[config.mk]
export PLATFORM = sky130hd
export DESIGN_NAME = pc_gen
export DESIGN_NICKNAME = d
export VERILOG_FILES = /design/src/rtl/pc_gen.sv
export SDC_FILE = /design/constraint.sdc
export NUM_CORES = 1
export LEC_CHECK = 0
export CELL_PAD_IN_SITES_DETAIL_PLACEMENT = 0
export CELL_PAD_IN_SITES_GLOBAL_PLACEMENT = 2
export CORE_MARGIN = 2
export CORE_UTILIZATION = 30
export DETAILED_ROUTE_END_ITERATION = 12
export PLACE_DENSITY_LB_ADDON = 0.1
export SETUP_SLACK_MARGIN = 0.15
export SKIP_LAST_GASP = 1
export SLEW_MARGIN = 20
export SYNTH_ARGS = -nofsm -noshare
export SYNTH_HDL_FRONTEND = slang
export SYNTH_SLANG_ARGS = --single-unit
[constraint.sdc]
create_clock -name clk -period 4.45 [get_ports clk]
set_clock_uncertainty 0.2 [all_clocks]
set_input_delay 0.89 -clock clk [delete_from_list [all_inputs] [get_ports clk]]
set_output_delay 0.89 -clock clk [all_outputs]
set_load 0.005 [all_outputs]
[src/rtl/pc_gen.sv]
// rtl/pc_gen.sv - fetch PC generator with 2-stage tag pipeline, redirect, replay and halt
module pc_gen #(
  parameter int unsigned PC_W     = 15,
  parameter int unsigned RESET_PC = 0
) (
  input  logic            clk,
  input  logic            rst,
  input  logic            stall,
  input  logic            redirect,
  input  logic [31:0]     redirect_target,
  input  logic            halt_req,
  output logic [PC_W-1:0] pc,
  output logic            inst_valid,
  output logic [PC_W-1:0] inst_pc,
  output logic            halted,
  output logic            misalign_err
);

  logic [PC_W-1:0] pc_q, pc_d;
  logic            s1_valid_q, s1_valid_d;
  logic [PC_W-1:0] s1_pc_q, s1_pc_d;
  logic            s2_valid_q, s2_valid_d;
  logic [PC_W-1:0] s2_pc_q, s2_pc_d;
  logic            halted_q, halted_d;
  logic            misalign_q, misalign_d;

  logic [PC_W-1:0] target_word;
  logic            unused_target_hi;

  assign target_word      = redirect_target[PC_W+1:2];
  assign unused_target_hi = ^redirect_target[31:PC_W+2];

  always_comb begin
    pc_d       = pc_q;
    s1_valid_d = !halted_q;
    s1_pc_d    = pc_q;
    s2_valid_d = s1_valid_q;
    s2_pc_d    = s1_pc_q;
    halted_d   = halted_q;
    misalign_d = misalign_q;

    if (halted_q) begin
      // Frozen: pc held, redirects ignored, in-flight tags keep draining.
    end else if (redirect && (redirect_target[1:0] != 2'b00)) begin
      misalign_d = 1'b1;
      halted_d   = 1'b1;
      s1_valid_d = 1'b0;
      s1_pc_d    = '0;
      s2_valid_d = 1'b0;
      s2_pc_d    = '0;
    end else if (redirect) begin
      pc_d       = target_word;
      s1_valid_d = 1'b0;
      s1_pc_d    = '0;
      s2_valid_d = 1'b0;
      s2_pc_d    = '0;
    end else if (halt_req) begin
      halted_d   = 1'b1;
      s1_valid_d = 1'b0;
    end else if (stall && s2_valid_q) begin
      // Unconsumed instruction at the output: refetch it and flush behind it.
      pc_d       = s2_pc_q;
      s1_valid_d = 1'b0;
      s1_pc_d    = '0;
      s2_valid_d = 1'b0;
      s2_pc_d    = '0;
    end else begin
      pc_d = pc_q + PC_W'(1);
    end
  end

  always_ff @(posedge clk or posedge rst) begin
    if (rst) begin
      pc_q       <= PC_W'(RESET_PC);
      s1_valid_q <= 1'b0;
      s1_pc_q    <= '0;
      s2_valid_q <= 1'b0;
      s2_pc_q    <= '0;
      halted_q   <= 1'b0;
      misalign_q <= 1'b0;
    end else begin
      pc_q       <= pc_d;
      s1_valid_q <= s1_valid_d;
      s1_pc_q    <= s1_pc_d;
      s2_valid_q <= s2_valid_d;
      s2_pc_q    <= s2_pc_d;
      halted_q   <= halted_d;
      misalign_q <= misalign_d;
    end
  end

  assign pc           = pc_q;
  assign inst_valid   = s2_valid_q;
  assign inst_pc      = s2_pc_q;
  assign halted       = halted_q;
  assign misalign_err = misalign_q;

endmodule

---- Word level (Yosys, flattened, before mapping) ----
Index checks and enable logic that the tools add are counted.
operators by class
  $add $sub $neg .......................... 1
  equal/unequal tests ..................... 1
  muxes and demuxes ....................... 27
  bitwise logic cells ..................... 2
  reductions and logical operators ........ 6
operators with widths
  cell                     number
  $mux W15                 13
  $add A15 B1 Y15 const B  1
  $mux W1                  14
  $reduce_and A3 Y1        1
  $logic_and A1 B1 Y1      2
  $ne A2 B2 Y1 const B     1
  $not A1 Y1               2
  $reduce_and A2 Y1        1
  $reduce_bool A2 Y1       1
  $logic_not A1 Y1         1
storage, ports and cells
  flip-flop bits (word level) ............. 49
  input port bits ......................... 37
  output and inout bits ................... 33
  word-level logic and storage cells ...... 44

---- Depth between registers and ports, before layout ----
  word-level depth ........................ 6
  mapped depth ............................ 6
  gate-level depth less buffers ........... 5

---- Worst setup path after synthesis ----
No wires, ideal clock.
  path kind ............................... input-to-reg
  from .................................... input port redirect_target[1]
  to ...................................... register pc_q[0], in the netlist pc[0]
  setup time .............................. 0.123 ns
  arrival time ............................ 1.901 ns
  required time ........................... 4.127 ns
  path slack .............................. 2.226 ns
  stages .................................. 6
  buffers on the path ..................... 1
  cells stage by stage .................... or4b_4 > nand2_4 > inv_2 > buf_6 > o21ai_1 > o21ai_1
on the way
  word-level cells in the longest chain between the ends .. 4
ends and longest elaborated chain
  item                         RTL line  source
  from (decl)                  10        input logic [31:0] redirect_target,
  $reduce_bool A2 Y1           44        end else if (redirect && (redirect_target[1:0] != 2'b00)) begin
  $logic_and A1 B1 Y1          44
  $not A1 Y1 (no line)         -
  $reduce_and A3 Y1 (no line)  -
  to (signal assigned)         74        pc_q <= PC_W'(RESET_PC);
  to (signal assigned)         82        pc_q <= pc_d;
  to (decl)                    19        logic [PC_W-1:0] pc_q, pc_d;
Every way passes these cells.
A chain may end at the register's enable or synchronous reset.

---- Worst setup path after layout ----
  from .................................... input port redirect
  to ...................................... register s1_pc_q[4]
on the way
  word-level cells in the longest chain between the ends .. 3
  elaborated cells on any way between the ends .. 4
  classes of those cells .................. mux (3); reduce/logical (1)
ends and longest elaborated chain
  item                                             RTL line  source
  from (decl)                                      9         input logic redirect,
  $mux W15 or $logic_and A1 B1 Y1 (tied branches)  51, 44
  $mux W15 (*)                                     44
  $mux W15 (*)                                     42        if (halted_q) begin
  named net s1_pc_d[4]                             21        logic [PC_W-1:0] s1_pc_q, s1_pc_d;
  to (signal assigned)                             84        s1_pc_q <= s1_pc_d;
  to (decl)                                        21
The timed path passes the listed nets; every way through them passes the cells marked *.

==> results.toml <==
[route]
via_per_inst = 4.92
drt-total-wl_mm = 6.29
drt_first_pass_iters = 4
drtIter0Drc = 105
post-route-drc-count = 0
ant_nets = 0
vias = 1889
routedWlPerCell_um = 16.4

[layout]
utilization = 0.403
drive_gt1_frac = 0.0816
final_area_um2 = 3100
nets = 319
area_growth_pct = 31.3
antennaDiodeCount = 0
fin_cells = 384

[clocking]
cts_tree = "done"
hold_buffers = 0
clock_sinks = 49
path_clk_slew_ps = 90
clk_latency_ps = 310
clk_path_buf_depth = 2
root_buffer = "clkbuf_8"
cts.repair.resized = 0
post-cts-setup-buffers = 0
h-tree-depth = 2
cts_made_buffers = 5

[grt]
antenna_found_initial = 0
track_usage = 0.160
grt_pass1_vias = 1945
grt_max_degree = 50
grt_pass1_wl_mm = 10.7
grt-ovfl-total = 0

[hold_path]
min_to = "inst_pc[11]$_DFF_PP0_"
min_path_cells = 1
min_from = "s1_pc_q[11]$_DFF_PP0_"
hold_class = "flip-flop to flip-flop"

[pwr]
powerDensity_nw_per_um2 = 340
irDropWorstVdd_mv = 0.179
p_total_mw = 1.05
total_leakage_power_nw = 1.29

[yosys]
yosysWarningCount = 0
ys_types = 50
syn-mean-instance-area_um2 = 10.3
synthArstFlopShare = 1.00
syn_nets = 268
syn_area_um2 = 2360
ys_ff_latch = 49
synth_commonest_cells = "dfrtp_1, nor2b_1, nand2_1"
synth_area_leaders = "dfrtp_1, and2b_1, nor2b_1"
yosysTopAreaCellShare = 0.520
synthCells = 230
synth_area_leader_cell = "dfrtp_1"
synth_ff_type = "dfrtp_1"
yosysSeqAreaShare = 0.520
synth.most_common_cell = "dfrtp_1"
synth_edf_count = 0

[place]
dpl-instance-area_um2 = 2960
portBuffers = 54
placed_cells = 376
dp_hpwl_mm = 4.07
finalWeightedCongestion = 0.725
pre_cts_ws_ps = 1030

[floorplanning]
die_w_um = 92.7
row_count = 32
start_util = 0.307
boundaryPins = 70
die_area_um2 = 8590
die_h_um = 92.7
core_um2 = 7690

[sta]
drv_slew = 0
worst_slack_ps = 1400
timing.final.crit_share = 0.686
fmax_mhz = 328
hold_viol = 0
finalSetupViolations = 0
slew_headroom = 0.417
rsz0062_at_grt = "no"
timing.final.crit_period_ps = 3050
tightest_slew_ps = 873
holdWs_ps = 259
finalSetupTns_ps = 0

[run_status]
status = "finished clean"

[setup_path]
reg2reg_depth = 4
cp.required_ps = 4450
critical_path_class = "input pin to flip-flop"
r2r_start = "inst_valid$_DFF_PP0_"
rr_endpoint = "pc[11]$_DFFE_PP0P_"
reg2reg_slack_ps = 2340
worstSetupStartpoint = "redirect"
endpoint_kind = "flip-flop"
critPathArrivalTime_ps = 3050
worstSetupStartpointType = "input pin"
worstPathMaxFanout = 31

[run]
cap_viol_max_count = 0
-- cell usage in the layout, fill, tap and decap left out, types with 2 or more instances in the layout --
cell,n
nand4_1,3
clkbuf_8,5
o211ai_1,5
a21oi_1,6
dfrtp_1,49
o31ai_1,4
o21ai_0,13
a22o_1,3
clkdlybuf4s50_1,54
and2b_1,15
a31oi_1,3
nand3_1,14
buf_4,2
nand2_1,16
nand4b_1,2
clkinv_2,2
nor2b_1,17
nor3_1,9
o2bb2ai_1,3
o21ai_1,2
bufinv_16,2
nor2_1,13
o21a_1,3
nor4_1,2
inv_1,5
xnor2_1,4
and2_1,2
-- registers in the layout (all words and copies together) (netlist names) --
name          cells
inst_pc          15
pc               15
s1_pc_q          15
halted            1
inst_valid        1
misalign_err      1
s1_valid_q        1
-- logic make-up after synthesis --
kind of cell	synth area share
simple gates	0.261
xor+xnor	0.0186
mux	0.00901
fa+ha+maj	0.00530
flops	0.520
compound gates	0.141
buf+inv	0.0451
-- worst max path at each step --
stage,to,cells after the start,slack [ps]
2_1_floorplan,halted$_DFF_PP0_,1,2190
3_3_place_gp,s1_pc_q[4]$_DFF_PP0_,7,1060
3_5_place_dp,s1_pc_q[4]$_DFF_PP0_,7,1030
4_1_cts,s1_pc_q[4]$_DFF_PP0_,7,1350
5_1_grt,s1_pc_q[4]$_DFF_PP0_,7,1180
6_report,s1_pc_q[4]$_DFF_PP0_,7,1400
-- critical path: stages --
cell and delay, ps:
clkdlybuf4s50_1 790, buf_4 340, inv_1 210, o21a_1 150, nor2_1 80, buf_4 320
and2b_2 260
-- where the power goes --
part           total [mW]  leakage, nW  switching (mW)  internal (mW)
sequential          0.521        0.603          0.0385          0.483
combinational       0.152        0.618          0.0562         0.0957
clock               0.380       0.0681           0.156          0.223
-- layer usage --
metal,GRT usage,wire (um),up-vias
li1,-,-,909
met1,0.245,3330,927
met2,0.233,2610,48
met3,0.0325,291,5
met4,0.0368,68,0
met5,0,0,-
-- layout make-up --
cell class	instances	area [um2]
timing repair buffer	56	556
multi-input combinational	162	1030
sequential	49	1230
clock inverter	3	65.1
inverter	7	27.5
fill	788	4590
clock buffer	5	68.8
tap	102	128
No activity file was read; power rests on OpenSTA's default activity.
